===== src/rtl/cnt_race_pkg.sv =====
// Shared defaults for the counter-race block: channel count, counter width,
// tally width and the leader-index width derived from the default channel count.
package cnt_race_pkg;
   localparam int N_DEF  = 4;
   localparam int W_DEF  = 10;
   localparam int TW_DEF = 4;
   localparam int LEAD_W = $clog2(N_DEF);
endpackage


===== src/rtl/cnt_mod.sv =====
// One W-bit modulo counter with a registered wrap pulse. Modulus 0 parks the
// counter at 0; modulus 1 parks it at 0 and wraps on every enabled cycle.
module cnt_mod
   import cnt_race_pkg::*;
#(
   parameter int W = W_DEF
) (
   input  logic         clk,
   input  logic         rst_n,
   input  logic         en,
   input  logic [W-1:0] modulus,
   output logic [W-1:0] cnt,
   output logic         cout
);

   logic [W-1:0] cnt_q, cnt_d;
   logic         cout_q, cout_d;

   // Using >= rather than == makes a shrunken modulus wrap on the next enabled edge.
   always_comb begin
      cnt_d  = cnt_q;
      cout_d = 1'b0;
      if (en) begin
         if (modulus == '0) begin
            cnt_d = '0;
         end else if (cnt_q >= modulus - W'(1)) begin
            cnt_d  = '0;
            cout_d = 1'b1;
         end else begin
            cnt_d = cnt_q + W'(1);
         end
      end
   end

   always_ff @(posedge clk) begin
      if (!rst_n) begin
         cnt_q  <= '0;
         cout_q <= 1'b0;
      end else begin
         cnt_q  <= cnt_d;
         cout_q <= cout_d;
      end
   end

   assign cnt  = cnt_q;
   assign cout = cout_q;

endmodule


===== src/rtl/cnt_race_n.sv =====
// N racing modulo counters; wrap pulses feed saturating, normalised carry
// tallies with sticky saturation flags and a combinational leader/tie report.
module cnt_race_n
   import cnt_race_pkg::*;
#(
   parameter int N  = N_DEF,
   parameter int W  = W_DEF,
   parameter int TW = TW_DEF
) (
   input  logic                   CLK,
   input  logic                   rst_n,
   input  logic [N-1:0]           en,
   input  logic [N*W-1:0]         cnt_module,
   input  logic                   clr,
   output logic [N*W-1:0]         cnt,
   output logic [N-1:0]           cout,
   output logic                   cnt_all_eq,
   output logic [N*TW-1:0]        tally,
   output logic [N-1:0]           sat,
   output logic [$clog2(N)-1:0]   lead_idx,
   output logic                   tie,
   output logic                   all_eq
);

   localparam int LW = $clog2(N);
   localparam logic [TW-1:0] TMAX = '1;

   logic [TW-1:0] tally_q [N];
   logic [TW-1:0] tally_d [N];
   logic [TW-1:0] nxt     [N];
   logic [N-1:0]  sat_q, sat_d;
   logic          allNz;
   logic [TW-1:0] maxV;
   logic          seenMax;

   for (genvar g = 0; g < N; g++) begin : g_ch
      cnt_mod #(.W(W)) u_cnt (
         .clk     (CLK),
         .rst_n   (rst_n),
         .en      (en[g]),
         .modulus (cnt_module[g*W +: W]),
         .cnt     (cnt[g*W +: W]),
         .cout    (cout[g])
      );
      assign tally[g*TW +: TW] = tally_q[g];
   end

   // Saturating increment first; only when every channel is non-zero is the common floor removed.
   always_comb begin
      allNz = 1'b1;
      sat_d = sat_q;
      for (int i = 0; i < N; i++) begin
         if (cout[i] && (tally_q[i] == TMAX)) begin
            nxt[i]   = tally_q[i];
            sat_d[i] = 1'b1;
         end else begin
            nxt[i] = tally_q[i] + TW'(cout[i]);
         end
         if (nxt[i] == '0) allNz = 1'b0;
      end
      for (int i = 0; i < N; i++) begin
         tally_d[i] = allNz ? nxt[i] - TW'(1) : nxt[i];
         if (clr) tally_d[i] = '0;
      end
      if (clr) sat_d = '0;
   end

   always_ff @(posedge CLK) begin
      if (!rst_n) begin
         for (int i = 0; i < N; i++) tally_q[i] <= '0;
         sat_q <= '0;
      end else begin
         for (int i = 0; i < N; i++) tally_q[i] <= tally_d[i];
         sat_q <= sat_d;
      end
   end

   assign sat = sat_q;

   always_comb begin
      maxV     = tally_q[0];
      lead_idx = '0;
      for (int i = 1; i < N; i++) begin
         if (tally_q[i] > maxV) begin
            maxV     = tally_q[i];
            lead_idx = LW'(i);
         end
      end
      seenMax = 1'b0;
      tie     = 1'b0;
      all_eq  = 1'b1;
      for (int i = 0; i < N; i++) begin
         if (tally_q[i] == maxV) begin
            if (seenMax) tie = 1'b1;
            seenMax = 1'b1;
         end
         if (tally_q[i] != tally_q[0]) all_eq = 1'b0;
      end
   end

   always_comb begin
      cnt_all_eq = 1'b1;
      for (int i = 1; i < N; i++) begin
         if (cnt[i*W +: W] != cnt[W-1:0]) cnt_all_eq = 1'b0;
      end
   end

endmodule


===== config.mk =====
export PLATFORM = sky130hd
export DESIGN_NAME = cnt_race_n
export DESIGN_NICKNAME = d
export VERILOG_FILES = /design/src/rtl/cnt_race_pkg.sv /design/src/rtl/cnt_mod.sv /design/src/rtl/cnt_race_n.sv
export SDC_FILE = /design/constraint.sdc
export NUM_CORES = 1
export LEC_CHECK = 0
export ABC_AREA = 1
export CAP_MARGIN = 40
export CORE_UTILIZATION = 45
export DETAILED_ROUTE_END_ITERATION = 8
export DONT_BUFFER_PORTS = 1
export HOLD_SLACK_MARGIN = 0.02
export SYNTH_ARGS = -nofsm -noshare
export SYNTH_HDL_FRONTEND = slang
export SYNTH_SLANG_ARGS = --single-unit

===== constraint.sdc =====
create_clock -name CLK -period 16.15 [get_ports CLK]
set_input_delay 4.845 -clock CLK [delete_from_list [all_inputs] [get_ports CLK]]
set_output_delay 4.845 -clock CLK [all_outputs]
set_load 0.1 [all_outputs]

==> out/summary.txt <==
status -> finished clean
top sig layer -> met4
Antenna Cells -> 0
Slew Limit Fails -> 0
Synth Register Bits -> 64
WL met3 -> 1125 microns
DRT iter0 DRCs -> 517
maximum VDD drop -> 0.05013 mV
H-tree depth -> 3
vias -> 6285
Reg2Reg Setup Slack -> 13.38 ns
clk root buf -> clkbuf_16
Yosys cell types -> 52
CTS tree -> yes
Crit. End Element -> primary output
met2 WL -> 8629 microns
power density over cell area -> 53.20 nW/um^2
cell count after placement -> 1152
Most used DFF post-synth -> dfxtp_1
YS warnings -> 0
Mapped Cells -> 926
largest net degree at the start of global routing -> 34
setup TNS -> 0 ns
CP max FO -> 16
WS Path Type -> flip-flop to primary output
Layout Cells excl Fill -> 1166
Max clock buf depth -> 2
layout cells sized above 1 -> 15.52%
Fin. Hold Viols -> 0
CTS buffer count -> 9
most used cell, CP -> nand2_1
# resized after CTS -> 0
I/O pin total -> 116
DP HPWL -> 13830 microns
Tmin final -> 9.920 ns
sequential area share after synthesis -> 20.08%
post-route antenna net violation count -> 0
Critical Path Max Stage Delay -> 0.37 ns
Crit path arrival time -> 5.08 ns
GRT Util Overall -> 24.35%
area grow syn2layout -> 17.20%
first-pass detailed-route iteration total -> 5
Post-DP Area -> 7222 sq um
die outline height -> 121.1 microns
crit path buf inv count -> 8
initial antenna violation count -> 0
Clock Sinks -> 64
Buffers on Ports -> 0
worst slew pin tran -> 0.6214 ns
Hold Path Class -> flip-flop to flip-flop
Max-slew headroom -> 58.38%
design area -> 7477 sq um
chip width -> 121.1 microns
die area -> 14660 sq um
wl on met1 -> 7496 microns
Leakage Power -> 3.512 nW
clock latency on the worst-skew pair -> 0.33 ns
vias in the first global route -> 5946
CP Launch Type -> flip-flop
Max-cap violations -> 0
final WL -> 17570 microns
Setup Buffers After CTS -> 0
clk slew on worst S/H paths -> 0.05 ns
Final Skew -> 0.004749 ns
Net Count, Synth -> 1045
Remaining DRCs -> 0
Post-synth EDFFs -> 0
Fill cells -> 1421
post-DR vias/cell -> 5.390
global route overflow -> 0
Core Area -> 13880 sq um
first-pass GRT wire length -> 28430 microns
Hold-fix buffers, CTS -> 0
Final Net Count -> 1102
final period utilization -> 61.43%
Final setup viols -> 0
initial core utilization -> 45.96%
Synth async-reset ratio -> 0%
family with the most delay on the worst path -> simple AND/OR/NAND/NOR gates
WL per Instance -> 15.06 microns
Fmax -> 100.8 MHz
synthesized area per cell -> 6.890 sq um
FP Rows -> 43
slowest stage cell, crit path -> ha_1
unrepaired setup endpoints after global routing -> no
Critical Path RT -> 11.30 ns
Placer Congestion -> 0.9185
Synth Cell Area -> 6380 sq um
-- synth_stat cells, drive strengths merged (2+ instances only) --
library cell  instances  share of area [%]
nand2               174                 11
inv                 112                6.6
nand3               107                9.4
nor2                 98                5.8
ha                   72                 14
a21oi                68                5.8
dfxtp                64                 20
xor2                 52                7.1
nor3                 28                2.5
o21ai                24                1.9
xnor2                22                3.0
clkbuf               14               0.84
nand4                14                1.8
nor4                 13                1.5
buf                  10                1.3
a32oi                 7               0.96
a31oi                 5                1.1
o22ai                 5               0.49
or3                   5               0.49
o211ai                4               0.47
o21a                  4               0.47
o32ai                 4               0.55
a21boi                3               0.35
nand3b                3               0.35
nor3b                 3               0.43
or2                   3               0.29
clkinv                2               0.12
-- where the power goes --
group | switching (mW) | leakage (nW) | total [mW] | internal (mW)
clock network | 0.0684 | 0.126 | 0.175 | 0.106
logic | 0.0418 | 2.87 | 0.0616 | 0.0198
registers | 0.00183 | 0.517 | 0.161 | 0.160
-- cells by family (layout without fill, tap and decap cells) --
family	Yosys count	in the layout	share of synthesized area (%)
buffers and inverters	138	198	8.864
AO/OA/AOI/OAI	129	129	12.77
flip-flops	64	64	20.08
AND/OR/NAND/NOR	449	449	34.01
adder cells (fa/ha/maj)	72	72	14.12
XOR/XNOR	74	74	10.16
-- routing by layer --
layer / global-route usage, % / vias to the layer above
met1: 27.60 / 2858
met5: 0 / -
met2: 43.89 / 167
li1: - / 3228
met4: 6.713 / 0
met3: 7.237 / 32
-- state kept, by name, indices dropped and copies added, names as in the netlist --
| signal | count |
|---|---|
| g_ch.u_cnt.cnt | 40 |
| tally_q | 16 |
| g_ch.u_cnt.cout | 4 |
| sat | 4 |
-- worst paths after layout --
| kind | startpoint | end | cells past startpoint |
|---|---|---|---|
| max | tally_q[0][1]$_SDFF_PP0_ | tie | 35 |
| min reg2reg | g_ch[0].u_cnt.cnt[0]$_SDFFE_PN0P_ | g_ch[0].u_cnt.cnt[0]$_SDFFE_PN0P_ | 2 |
| min | g_ch[0].u_cnt.cnt[0]$_SDFFE_PN0P_ | g_ch[0].u_cnt.cnt[0]$_SDFFE_PN0P_ | 2 |
| max reg2reg | tally_q[0][0]$_SDFF_PP0_ | tally_q[0][13]$_SDFF_PP0_ | 12 |
-- area by class of cell --
class / count / area, sq um / share of cell area [%]
clock buffers: 13 / 250.2 / 3.347
clock inverters: 1 / 5.005 / 0.06693
inverters: 114 / 430.4 / 5.756
multi-input cells: 724 / 4552 / 60.88
flip-flops and latches: 64 / 1281 / 17.14
well taps: 180 / 225.2 / 3.012
repair buffers: 70 / 733.2 / 9.806
-- tightest hold or removal path, stage by stage, from the launching register on --
cell     delay, ns
dfxtp_1       0.32
nand2_1       0.07
a21oi_1       0.06
-- layout by cell type, fill, tap and decap left out, types with 6 or more instances in the layout --
cell type and n:
nand2_4 6, nor2_1 95, nand2_2 11, clkbuf_16 10
inv_2 10, a21oi_1 60, a21oi_2 8, nand3_1 96
o21ai_1 8, xnor2_1 22, inv_1 101, nor4_1 10
buf_4 52, nand3_2 10, a32oi_1 7, ha_1 72
xor2_1 52, nor3_1 24, dfxtp_1 64, o21ai_0 15
nand4_1 10, nand2_1 157, buf_8 12
-- through the flow --
stage	total power [mW]	hold slack (ns)	setup WS (ns)	utilization (%)
floorplan	0.2117	0.6198	4.857	-
global placement	0.2251	0.4766	6.187	49.94
detailed placement	0.2269	0.4986	6.551	52.03
CTS	0.4024	0.5109	6.195	53.87
global route	0.4145	0.5269	5.746	53.87
finish	0.3978	0.5017	6.230	53.87
Power figures use the tool's default switching activity.
